## config.mk

```make
export PLATFORM = sky130hd
export DESIGN_NAME = io_register_bank
export DESIGN_NICKNAME = d
export VERILOG_FILES = /design/src/rtl/io_register_bank_pkg.sv /design/src/rtl/io_register_bank_debouncer.sv /design/src/rtl/io_register_bank.sv
export SDC_FILE = /design/constraint.sdc
export NUM_CORES = 1
export LEC_CHECK = 0
export BUFFER_PORTS_ARGS = -buffer_cell sky130_fd_sc_hd__buf_2
export CORE_MARGIN = 3
export CORE_UTILIZATION = 51
export DETAILED_ROUTE_END_ITERATION = 8
export PLACE_DENSITY = 0.72
export SLEW_MARGIN = 20
export SYNTH_ARGS = -nofsm -noshare
export SYNTH_HDL_FRONTEND = slang
export SYNTH_SLANG_ARGS = --single-unit
```

## constraint.sdc

```tcl
create_clock -name clk -period 2.1 [get_ports clk]
set_input_delay 0.42 -clock clk [delete_from_list [all_inputs] [get_ports clk]]
set_output_delay 0.42 -clock clk [all_outputs]
set_load 0.01 [all_outputs]
```

## src/rtl/io_register_bank_pkg.sv

```systemverilog
// Shared constants for the memory-mapped I/O register bank:
// register offsets, hex segment table and a constant clog2.
package io_register_bank_pkg;

    localparam int LED_OFS   = 0;
    localparam int DIGIT_OFS = 1;

    function automatic int btn_level_ofs_fn(input int num_digits);
        return num_digits + 1;
    endfunction

    function automatic int btn_press_ofs(input int num_digits);
        return num_digits + 2;
    endfunction

    // Active-low segments, bit 0 = segment a.
    localparam logic [0:15][6:0] HEX_SEG = '{
        7'b1000000, 7'b1111001, 7'b0100100, 7'b0110000,
        7'b0011001, 7'b0010010, 7'b0000010, 7'b1111000,
        7'b0000000, 7'b0010000, 7'b0001000, 7'b0000011,
        7'b1000110, 7'b0100001, 7'b0000110, 7'b0001110
    };

    function automatic int clog2(input int value);
        int r;
        r = 0;
        for (int i = 0; i < 32; i++) begin
            if ((64'd1 << r) < 64'(value)) r = r + 1;
        end
        return r;
    endfunction

endpackage

```

## src/rtl/io_register_bank_debouncer.sv

```systemverilog
// Two-flop synchroniser plus counter debouncer for one button;
// pressed pulses on the edge where the stable level rises.
module button_debouncer
    import io_register_bank_pkg::*;
#(
    parameter int DEBOUNCE_CYCLES = 50000
) (
    input  logic clk,
    input  logic reset_n,
    input  logic button,
    output logic level,
    output logic pressed
);

    localparam int CW = (clog2(DEBOUNCE_CYCLES) < 1) ? 1 : clog2(DEBOUNCE_CYCLES);
    localparam logic [CW-1:0] C_MAX = CW'(DEBOUNCE_CYCLES - 1);

    logic [1:0]    sync_q;
    logic [CW-1:0] count_q;
    logic          level_q;
    logic          sample;
    logic          done;

    assign sample = sync_q[1];
    assign done   = (count_q == C_MAX);

    always_ff @(posedge clk or negedge reset_n) begin
        if (!reset_n) begin
            sync_q  <= '0;
            count_q <= '0;
            level_q <= 1'b0;
        end else begin
            sync_q <= {sync_q[0], button};
            if (sample == level_q) begin
                count_q <= '0;
            end else if (done) begin
                level_q <= sample;
                count_q <= '0;
            end else begin
                count_q <= count_q + 1'b1;
            end
        end
    end

    assign level   = level_q;
    assign pressed = sample & ~level_q & done;

endmodule

```

## src/rtl/io_register_bank.sv

```systemverilog
// LED / 7-segment / button register bank on the ulisp register port.
// IO_REGISTER_BANK_HEX_DECODE_EN: digits store nibbles, outputs hex-decoded.
module io_register_bank
    import io_register_bank_pkg::*;
#(
    parameter int BASE_INDEX      = 1,
    parameter int LED_WIDTH       = 8,
    parameter int NUM_DIGITS      = 4,
    parameter int NUM_BUTTONS     = 4,
    parameter int DEBOUNCE_CYCLES = 50000
) (
    input  logic                    clk,
    input  logic                    reset_n,
    input  logic [6:0]              register_index,
    input  logic                    register_read,
    input  logic                    register_write,
    input  logic [15:0]             register_write_value,
    output logic [15:0]             register_read_value,
    output logic [LED_WIDTH-1:0]    led,
    output logic [7*NUM_DIGITS-1:0] digits,
    input  logic [NUM_BUTTONS-1:0]  buttons
);

`ifdef IO_REGISTER_BANK_HEX_DECODE_EN
    localparam int DW = 4;
`else
    localparam int DW = 7;
`endif

    localparam logic [7:0] LEVEL_OFS = 8'(btn_level_ofs_fn(NUM_DIGITS));
    localparam logic [7:0] PRESS_OFS = 8'(btn_press_ofs(NUM_DIGITS));

    logic [LED_WIDTH-1:0]   led_q;
    logic [DW-1:0]          digit_q [NUM_DIGITS];
    logic [NUM_BUTTONS-1:0] level;
    logic [NUM_BUTTONS-1:0] pressed;
    logic [NUM_BUTTONS-1:0] press_q;
    logic [7:0]             ofs;
    logic                   mapped;
    logic                   press_clr;
    logic [15:0]            rdata;
    logic                   unused_wdata;

    assign unused_wdata = ^register_write_value;

    // Indices below the base wrap negative and set ofs[7].
    assign ofs    = {1'b0, register_index} - 8'(BASE_INDEX);
    assign mapped = ~ofs[7];

    assign press_clr = register_read & mapped & (ofs == PRESS_OFS);

    for (genvar i = 0; i < NUM_BUTTONS; i++) begin : g_btn
        button_debouncer #(
            .DEBOUNCE_CYCLES(DEBOUNCE_CYCLES)
        ) u_deb (
            .clk    (clk),
            .reset_n(reset_n),
            .button (buttons[i]),
            .level  (level[i]),
            .pressed(pressed[i])
        );
    end

    always_ff @(posedge clk or negedge reset_n) begin
        if (!reset_n) begin
            led_q <= '0;
            for (int k = 0; k < NUM_DIGITS; k++) digit_q[k] <= '0;
        end else if (register_write && mapped) begin
            if (ofs == 8'(LED_OFS)) led_q <= register_write_value[LED_WIDTH-1:0];
            for (int k = 0; k < NUM_DIGITS; k++) begin
                if (ofs == 8'(DIGIT_OFS + k)) digit_q[k] <= register_write_value[DW-1:0];
            end
        end
    end

    // A rise on the clearing edge survives the clear.
    always_ff @(posedge clk or negedge reset_n) begin
        if (!reset_n) begin
            press_q <= '0;
        end else begin
            press_q <= (press_q & ~{NUM_BUTTONS{press_clr}}) | pressed;
        end
    end

    always_comb begin
        rdata = '0;
        if (mapped) begin
            if (ofs == 8'(LED_OFS)) rdata[LED_WIDTH-1:0] = led_q;
            for (int k = 0; k < NUM_DIGITS; k++) begin
                if (ofs == 8'(DIGIT_OFS + k)) rdata[DW-1:0] = digit_q[k];
            end
            if (ofs == LEVEL_OFS) rdata[NUM_BUTTONS-1:0] = level;
            if (ofs == PRESS_OFS) rdata[NUM_BUTTONS-1:0] = press_q;
        end
    end

    always_ff @(posedge clk or negedge reset_n) begin
        if (!reset_n) begin
            register_read_value <= '0;
        end else if (register_read) begin
            register_read_value <= rdata;
        end
    end

    assign led = led_q;

    for (genvar k = 0; k < NUM_DIGITS; k++) begin : g_dig
`ifdef IO_REGISTER_BANK_HEX_DECODE_EN
        assign digits[7*k +: 7] = HEX_SEG[digit_q[k]];
`else
        assign digits[7*k +: 7] = digit_q[k];
`endif
    end

endmodule

```

# --- Word level (Yosys, flattened, before mapping) ---
# Cells that the tools add are included.
word_totals:
  register_bits: 124
  in_bits: 31
  output_inout_bits: 52
  elab_cells: 87
classes:
  n_addsub: 5
  n_eq_ne: 14
  mux: 16
  n_bitwise: 22
  n_reduce_logical: 11
ops:
  columns: ["op", "n"]
  rows:
  - ["2-to-1 mux 16 bit", 8]
  - ["adder 16 x 1 -> 16 bit, second input constant", 4]
  - ["== test 16 bit, second input constant", 4]
  - ["2-to-1 mux 7 bit", 4]
  - ["== test 8 x 3 -> 1 bit, second input constant", 3]
  - ["AND reduction 2 bit", 9]
  - ["== test 8 x 2 -> 1 bit, second input constant", 2]
  - ["2-to-1 mux 8 bit", 2]
  - ["bitwise AND 1 bit", 10]
  - ["inverter 1 bit", 9]
  - ["== test 8 x 1 -> 1 bit, second input constant", 1]
  - ["zero test 8 bit", 1]
  - ["2-to-1 mux 4 bit", 2]
  - ["subtractor 7 x 1 -> 8 bit, second input constant", 1]
  - ["bitwise AND 4 bit", 1]
  - ["== test 1 bit", 4]
  - ["inverter 4 bit", 1]
  - ["OR 4 bit", 1]
  - ["logical AND 1 bit", 1]

# --- Depth between registers and ports, before layout ---
# Gate-level depths: netlist of the first run.
depth:
  word_depth: 10
  mapped_depth: 7
  depth_no_buf: 5

# --- Hierarchy ---
# From an unflattened synthesis of the first run, not the netlist that was laid out.
unflattened:
  cells_unflattened: 540
  area_unflattened_um2: 6068.3
modules_own_cells:
  columns: ["mod", "instances", "cells_each", "area_per_inst_um2", "seq_area_each_um2"]
  rows:
  - ["button_debouncer", 4, 89, 917.1, 475.5]
  - ["io_register_bank", 1, 184, 2399.8, 1201.2]

# --- Worst setup path before layout of the first run ---
# Ideal clock, no wire load.
synth_path:
  path_kind: "input to register"
  start: "in register_index[0]"
  end: "reg register_read_value[3]"
  setup_ns: 0.139
  arrival_ns: 1.648
  required_ns: 1.961
  slack_ns: 0.313
  path_stages: 5
  path_buffers: 2
  cell_sequence: "clkbuf_1 -> clkbuf_1 -> mux2_2 -> a221oi_1 -> o32ai_1"
synth_via:
  elab_chain_cells: 10
  elab_cells_between_ends: 16
  classes_between: "add/sub (1); eq/ne (6); mux (8); reduce/logical (1)"
synth_lines:
  columns: ["element", "line_no", "rtl"]
  rows:
  - ["start, declared", "io_register_bank.sv:14", "input logic [6:0] register_index,"]
  - ["subtractor 7 x 1 -> 8 bit (*)", "io_register_bank.sv:47", "assign ofs = {1'b0, register_index} - 8'(BASE_INDEX);"]
  - ["zero test 8 bit", "io_register_bank.sv:88", "if (ofs == 8'(LED_OFS)) rdata[LED_WIDTH-1:0] = led_q;"]
  - ["2-to-1 mux 8 bit", "io_register_bank.sv:88", null]
  - ["2-to-1 mux 7 bit (4 in a row)", "io_register_bank.sv:90", "if (ofs == 8'(DIGIT_OFS + k)) rdata[DW-1:0] = digit_q[k];"]
  - ["2-to-1 mux 4 bit", "io_register_bank.sv:92", "if (ofs == LEVEL_OFS) rdata[NUM_BUTTONS-1:0] = level;"]
  - ["2-to-1 mux 4 bit", "io_register_bank.sv:93", "if (ofs == PRESS_OFS) rdata[NUM_BUTTONS-1:0] = press_q;"]
  - ["2-to-1 mux 8 bit (*)", "io_register_bank.sv:87", "if (mapped) begin"]
  - ["end signal, assigned", "io_register_bank.sv:101", "register_read_value <= rdata;"]
  - ["end, declared", "io_register_bank.sv:18", "output logic [15:0] register_read_value,"]
# Mark *: on every way between the ends. The rest lies on a longest branch, timed or not.
# A chain may end at the register's enable or synchronous reset.

# --- Final worst setup path of the first run ---
layout_path:
  start: "reg g_btn[0].u_deb.count_q[10]"
  end: "reg g_btn[0].u_deb.level_q"
layout_via:
  elab_chain_cells: 2
layout_lines:
  columns: ["element", "line_no", "rtl"]
  rows:
  - ["start, declared", "io_register_bank_debouncer.sv:19", "logic [CW-1:0] count_q;"]
  - ["start signal, assigned", "io_register_bank_debouncer.sv:40", "count_q <= count_q + 1'b1;"]
  - ["== test 16 bit", "io_register_bank_debouncer.sv:25", "assign done = (count_q == C_MAX);"]
  - ["AND reduction 2 bit (no line)", null, null]
  - ["end signal, assigned", "io_register_bank_debouncer.sv:37", "level_q <= sample;"]
  - ["end, declared", "io_register_bank_debouncer.sv:20", "logic level_q;"]
# No other way between the ends.

==> results, run 1 <==
- The I/O pin count is 83.
- The diode insertion count for antenna repair is 0.
- In the finished design, the share of the clock period the worst path needs comes to 88.3%.
- The power per standard cell area is 796 nW/um2.
- Of all nets on the critical path, the largest fanout is 4.
- Once detail routing completed, the nets flagged for antenna violations numbered 0.
- The violation count after the first detailed-routing iteration is 334.
- In the synthesized netlist the dominant register cell turns out to be dfrtp_1.
- The floorplan step defined a die boundary enclosing 13000 um2.
- The total detailed-routing wirelength is 12500 um.
- For this run, the number of Yosys warnings is 0.
- The distinct cell type count after synthesis is 52.
- The max-cap violation count is 0.
- The final layout contains 678 nets.
- From left edge to right edge, the die measures 114 um.
- The number of antenna violations at the first check in global routing came to 1.
- Using the TritonRoute via totals, the vias-per-cell ratio works out to 5.53.
- Adding up every negative setup slack in the final design gives 0 ns.
- The synthesized instance count is 555.
- Summed over its instances, the top area cell type makes up 51.9% of the synthesized netlist area.
- The post-synthesis area per instance is 10.8 um2.
- The number of detailed-route iterations in the first pass is 4.
- Counting every sink on the clock net gives 124.
- The flow ran to the end, and the final reports show no timing, DRC or antenna violations.
- For the final database, setup skew stands at 0.00402 ns.
- In the layout the commonest cells are 124 x dfrtp_1, 73 x nor2_1, 65 x buf_2.
- For this run, design rule violations remaining after detail routing come to 0.
- The completed layout was analyzed and its total power is 5.66 mW.
- The final number of setup-violating endpoints is 0.
- The combined global-route utilization of all metal layers is 20.1%.
- The hold violation total from the final report is 0.
- The sequential fraction of the synthesis area is 51.9%.
- TritonCTS created 17 clock buffers.
- In this run the number of H-tree levels came out at 4.
- The detailed-placement wirelength estimate is 8860 um.
- The number of global-route vias before repair is 4434.
- In this run the standard cell core region covers 11100 um2.
- The synthesized design spends more area on one cell type than any other, namely dfrtp_1.
- Data on the critical path arrives at its endpoint at 2.14 ns.
- The via count of the routed design is 4380.
- The leakage component of the power is 3.23 nW.
- The critical path is of the reg2reg type.
- Measured along the y axis, the die boundary spans 114 um.
- The number of storage elements in the synthesis netlist is 124.
- The wire length of the first global-routing pass is 20900 um.
- The worst setup path is launched from a register.
- The maximum vdd ir drop is 1150 uV.
- The worst path required time is 2.39 ns.
- The share of layout cells above drive strength 1 is 26.1%.
- Relative to the synthesized area, the layout overhead comes to 19.1%.
- The clock tree from TritonCTS is done.
- The critical path endpoint category is a register.
- The path class of the tightest hold or removal check is in2reg.
- The initialized floorplan defines 38 standard-cell rows.
- The number of enable flip-flop cells after synthesis is 0.
- For this configuration, the core starts out at a cell density of 53.7%.
- The worst pin sits at a relative slew slack of 58.8%.
- Setup repair after global routing left no endpoint under its margin.
- Leaving out fill and tap cells, the most frequent cell in the layout is dfrtp_1.
- The clock network latency to the later pin of the worst-skew pair is 0.40 ns.
- In this run the deepest clock path goes through 2 buffers.
- The layout filler cell count is 861.
- The clock transition time at the flip-flop clock pins of the worst setup and hold paths is 0.06 ns.
- After synthesis, the share of flip-flops with an asynchronous set or reset is 100%.
- The leftover overflow at the end of global routing is 0.
- The worst-margin pin slew is 0.619 ns.
- The max-slew violation count is 0.
- The final period demand of the worst path is 1.86 ns.
- The timing-limited maximum frequency is 539 MHz.
- The routability-driven placement congestion ratio is 0.861.
- The final hold slack is 0.119 ns.
- The cell sitting at the root of the clock tree is a clkbuf_16.
- Dividing the detail-routed wire length by the instance count gives 15.7 um.
- The largest net degree at the start of global routing is 38.
- The number of buffer cells added on primary ports is 66.
- The netlist area before placement is 5970 um2.
- Yosys attributes the largest share of cell area to dfrtp_1 52%, mux2_2 8.1%, xnor2_1 6.0%, nor2_1 4.6%, nand4_1 2.2%.
[logic make-up (layout without fill, tap and decap cells)]
family / count (synthesis) / count (layout) / share of synthesized area (%)
AOI/OAI and AO/OA: 51 / 51 / 6.12
muxes: 51 / 51 / 9.45
xor gates and xnor gates: 50 / 50 / 7.33
and+or+nand+nor: 213 / 213 / 19.2
buffers and inverters: 57 / 147 / 4.23
adders and majority gates: 8 / 8 / 1.68
DFF: 124 / 124 / 51.9
other: 1 / 8 / 0.0628
[final cells by class]
cell class,instances,area (um2),area share (%)
Sequential cell,124,3100,43.6
Multi-Input combinational cell,381,2650,37.2
Timing Repair Buffer,86,523,7.35
Clock buffer,18,439,6.17
Tap cell,140,175,2.46
Clock inverter,14,123,1.72
Inverter,29,109,1.53
[metrics by stage]
step / worst slack (ns) / utilization, % / cells / area, um2
after detailed placement: 0.207 / 58.8 / 759 / 6550
after global placement: 0.212 / 58.8 / 759 / 6550
after floorplan: 0.313 / - / 562 / 6000
after global routing: 0.149 / 64.0 / 792 / 7120
final: 0.245 / 64.0 / 792 / 7120
after CTS: 0.229 / 64.0 / 792 / 7120
[cells in the mapped netlist (6+ instances only)]
master / count
o221ai_1: 8
nand2_1: 19
mux2i_1: 8
nor3_1: 13
or3_1: 7
and3_1: 6
nor2_1: 73
nand3_1: 20
a21oi_1: 11
nor4_1: 15
xnor2_1: 41
buf_4: 9
dfrtp_1: 124
o21ai_0: 7
nor2b_1: 6
xor2_1: 9
nand4_1: 21
clkbuf_1: 14
inv_1: 29
mux2_2: 43
ha_1: 8
[critical path, cell delays in order, from the launching register on]
cell     delay [ns]
dfrtp_1        0.41
or3_1          0.39
or3_1          0.42
nor3_1         0.16
mux2_2         0.35
[routing by layer]
| layer | vias up | part of all wire, % | global-route usage (%) |
|---|---|---|---|
| met5 | - | 0.056 | 0 |
| met4 | 2 | 1.2 | 6.49 |
| met3 | 15 | 6.1 | 6.45 |
| met2 | 107 | 48 | 32.2 |
| met1 | 2129 | 45 | 26.2 |
| li1 | 2127 | - | - |
[worst paths after layout]
check,slack (ns),endpoint,from,cells after the start
worst max register to register,0.24,g_btn[0].u_deb.level,g_btn[0].u_deb.count_q[10],4
worst min-delay path,0.12,g_btn[2].u_deb.sync_q[0],buttons[2],1
worst max-delay path,0.24,g_btn[0].u_deb.level,g_btn[0].u_deb.count_q[10],4
min in group asynchronous,0.52,g_btn[1].u_deb.count_q[13],reset_n,2
worst min register to register,0.35,g_btn[3].u_deb.sync_q[1],g_btn[3].u_deb.sync_q[0],0
max in group asynchronous,0.89,g_btn[3].u_deb.count_q[12],reset_n,3
[power breakdown]
group / internal [mW] / switching, mW
Clock: 1.65 / 1.06
Sequential: 2.48 / 0.0670
Combinational: 0.173 / 0.232
[repair_timing]
action,4_1_cts,5_1_grt
buffers inserted,0,0
gates resized for setup,0,0
hold endpoints to repair,32,0
hold buffers,1,0
[state kept, by name, summed over array words and instances (netlist names)]
| signal | flops |
|---|---|
| g_btn.u_deb.sync_q | 8 |
| register_read_value | 8 |
| g_btn.u_deb.level | 4 |
| press_q | 4 |
| g_btn.u_deb.count_q | 64 |
| digits | 28 |
| led | 8 |
No activity file was read; power rests on OpenSTA's default activity.
==> run 2, diff against run 1 <==
- SYNTH_HIERARCHICAL: default -> 1
==> run 2 against run 1 <==
  * Sequential share of layout area down 0.18 points
  * Critical path depth unchanged
  * Final area up 0.42%
  * Combinational power up 4%
  * Sequential cell count unchanged
  * First-iteration DRC count down 18%
  * Synthesized cell count down 2.7%
  * Routed wire length up 2.1%
  * Non-clock buffer count down 5
==> results, run 2 <==
- The synthesized instance count is 540 (-2.7%).
- The post-route setup TNS is 0 ns (unchanged).
- The row count is 39 (+2.6%).
- The leftover overflow at the end of global routing is 0 (unchanged).
- The primary flip-flop cell chosen by synthesis mapping is dfrtp_1.
- The largest net degree at the start of global routing is 46 (+21%).
- The detail-routed via count per cell was 5.59 (+0.99%).
- The area growth from synthesis to final layout is 17.8%.
- The total detailed-routing wirelength came to 12700 um (+2.1%).
- The power per standard cell area is 817 nW/um2 (+2.7%).
- The register with the most flip-flops is g_btn.u_deb/count_q.
- The share of total power consumed by net switching came to 22.2% (-1.8 points).
- The post-route fraction of the period consumed by the critical path is 85.8% (-2.5 points).
- The worst path setup slack after routing is 0.298 ns (+0.0530 ns).
- The core box area is 11500 um2 (+3.5%).
- The remaining design rule violation count is 0 (unchanged).
- The wire length of the first global-routing pass came to 21200 um (+1.0%).
- The number of sinks on the clock net came to 124 (unchanged).
- The share of synthesized flip-flops with an asynchronous set or reset was 100% (unchanged).
- The worst path required time is 2.37 ns (-0.02 ns).
- The overall die width is 115 um (+0.74%).
- The count of yosys warnings during synthesis is 6 (+6).
- The switching power is 1.30 mW (-4.5%).
- The combined global-route utilization of all metal layers is 20.4% (+0.26 points).
- The cell internal power dissipation is 4.54 mW (+5.6%).
- The critical path class is reg2reg.
- The max-cap violation count is 0 (unchanged).
- The routed length per placed instance is 16.4 um (+4.2%).
- The TritonCTS buffer count is 17 (unchanged).
- The I/O pin count came to 83 (unchanged).
- The clock network latency to the later pin of the worst-skew pair is 0.41 ns (about the same).
- The clock tree root driver cell is clkbuf_16.
- The number of flip-flops under the largest register name was 64 (unchanged).
- The clock network fraction of total power was 49.2% (+1.3 points).
- The area share of the largest cell type after synthesis is 51.1% (-0.80 points).
- The hold violation total from the final report is 0 (unchanged).
- The fraction of power consumed by combinational cells is 7.2% (about the same).
- The net total in the final layout is 660 (-2.7%).
- The worst reg-to-reg path cell count came to 4 (unchanged).
- The worst setup path is captured at a register.
- The final period demand of the worst path came to 1.80 ns (-0.0530 ns).
- Sorting the synthesized cells by area gives the leading types as dfrtp_1 51%, xnor2_1 6.4%, mux2_2 5.6%, nor2_1 4.8%, mux2_4 3.7%.
- The worst-margin pin slew was 0.614 ns (-0.00431 ns).
- The sequential fraction of the synthesis area was 51.1% (-0.80 points).
- The top cell types in the final layout, fill and taps aside, are 124 x dfrtp_1, 78 x nor2_1, 65 x buf_2.
- The netlist area before placement is 6070 um2 (+1.6%).
- The path class of the tightest hold or removal check is in2reg.
- The commonest cells after synthesis are 124 x dfrtp_1, 78 x nor2_1, 44 x xnor2_1.
- The critical path startpoint category is a register.
- The leakage component of the power is 3.34 nW (+3.2%).
- The share of layout cells above drive strength 1 is 26.9% (+0.78 points).
- The distinct cell type count after synthesis is 51 (-1.9%).
- The largest fanout of any net on the critical path was 16 (+12).
- The library cell used most frequently in the layout, excluding fill and tap cells, is dfrtp_1.
- The max-slew violation count is 0 (unchanged).
- The diode insertion count for antenna repair is 0 (unchanged).
- The endpoint arrival time on the critical path is 2.07 ns (-0.07 ns).
- The sequential group share of total power is 43.6% (-1.3 points).
- The worst setup timing slack at the placement stage is 0.0607 ns (-0.147 ns).
- The count of H-tree levels built during CTS is 4 (unchanged).
- The routability-driven placement congestion ratio is 0.868 (+0.77%).
- The detailed-placement wirelength estimate is 8780 um (-0.92%).
- The final antenna-violating net count came to 0 (unchanged).
- The clock skew came to 0.00988 ns (+0.00586 ns).
- Setup repair after global routing left no endpoint under its margin.
- The clock transition time at the flip-flop clock pins of the worst setup and hold paths was 0.05 ns (about the same).
- The post-synthesis area per instance is 11.2 um2 (+4.4%).
- The number of detailed-route iterations in the first pass is 5 (+1).
- The final number of setup-violating endpoints is 0 (unchanged).
- The worst hold path depth is 1 (unchanged).
- The initial core utilization is 52.7% (-1.0 points).
- TritonCTS built the clock tree.
- The cell accounting for the most synthesized area is dfrtp_1.
- The via count of the routed design was 4334 (-1.1%).
- The number of global-route vias before repair is 4238 (-4.4%).
- The number of buffer cells added on primary ports is 66 (unchanged).
- The layout filler cell count is 935 (+8.6%).
- The relative slew slack is 59.0% (+0.29 points).
- The number of buffers on the longest clock path is 2 (unchanged).
- The run finished with clean final reports.
- The number of storage elements in the synthesis netlist is 124 (unchanged).
- The number of antenna violations at the first check in global routing is 0 (-1).
- The cell with the most instances after synthesis is dfrtp_1.
- The overall die area is 13200 um2 (+1.5%).
- The number of enable flip-flop cells after synthesis was 0 (unchanged).
- The maximum vdd ir drop is 563 uV (-51%).
- The timing-limited maximum frequency is 555 MHz (+2.9%).
- The die height is 115 um (+0.74%).
- The violation count after the first detailed-routing iteration is 275 (-18%).
-- run 2: power groups by stage --
stage	clock network, mW	registers [mW]	logic, mW
after floorplan	0	2.60	0.209
after global placement	0	2.58	0.411
after detailed placement	0	2.59	0.423
after CTS	2.93	2.55	0.428
after global routing	3.04	2.56	0.469
final	2.87	2.55	0.421
-- run 2: metal layers --
layer | part of all wire [%] | track usage [%]
met1 | 46 | 27.4
met2 | 48 | 32.2
met3 | 5.3 | 6.53
met4 | 1.2 | 5.48
met5 | 0 | 0
-- run 2: cell families after synthesis --
family	after synthesis	share of synthesized area [%]
AO/OA/AOI/OAI	49	5.86
XOR/XNOR	52	7.51
adder cells (fa/ha/maj)	8	1.65
buffers and inverters	55	4.68
flip-flops	124	51.1
multiplexers	48	9.77
other	1	0.0618
AND/OR/NAND/NOR	203	19.3
-- run 2: what timing repair did --
item / 4_1_cts / 5_1_grt
hold buffers: 1 / 0
gates resized for setup: 0 / 0
setup buffers: 0 / 0
endpoints found under the hold margin: 25 / 0
-- run 2: through the flow --
step	area [um2]	instances	util (%)	hold WS, ns	power (mW)
after floorplan	6090	547	-	0.124	2.81
after detailed placement	6560	744	57.0	0.354	3.01
final	7150	776	62.1	0.110	5.84
after global routing	7150	776	62.1	0.0931	6.07
after global placement	6560	744	57.0	0.336	2.99
after CTS	7150	776	62.1	0.0971	5.90
-- run 2: worst paths after layout --
path	from	to	slack [ns]
min in group asynchronous	reset_n	g_btn[1].u_deb/count_q[8]	0.48
worst max-delay path	g_btn[0].u_deb/count_q[11]	g_btn[0].u_deb/count_q[5]	0.30
max in group asynchronous	reset_n	g_btn[3].u_deb/count_q[7]	1.01
worst min register to register	g_btn[0].u_deb/sync_q[0]	g_btn[0].u_deb/sync_q[1]	0.37
worst min-delay path	buttons[1]	g_btn[1].u_deb/sync_q[0]	0.11
worst max register to register	g_btn[0].u_deb/count_q[11]	g_btn[0].u_deb/count_q[5]	0.30
-- run 2: area by class of cell --
class | count | area [um2] | share of cell area (%)
Sequential cell | 124 | 3100 | 43.4
Multi-Input combinational cell | 368 | 2710 | 37.9
Timing Repair Buffer | 81 | 473 | 6.62
Clock buffer | 23 | 458 | 6.41
Tap cell | 143 | 179 | 2.50
Clock inverter | 8 | 118 | 1.65
Inverter | 29 | 109 | 1.52
-- run 2: critical path, cell delays in order (launching register included) --
cell	delay [ns]
dfrtp_1	0.43
nor4bb_1	0.37
nand4_1	0.23
nand2b_1	0.51
nor2_1	0.12
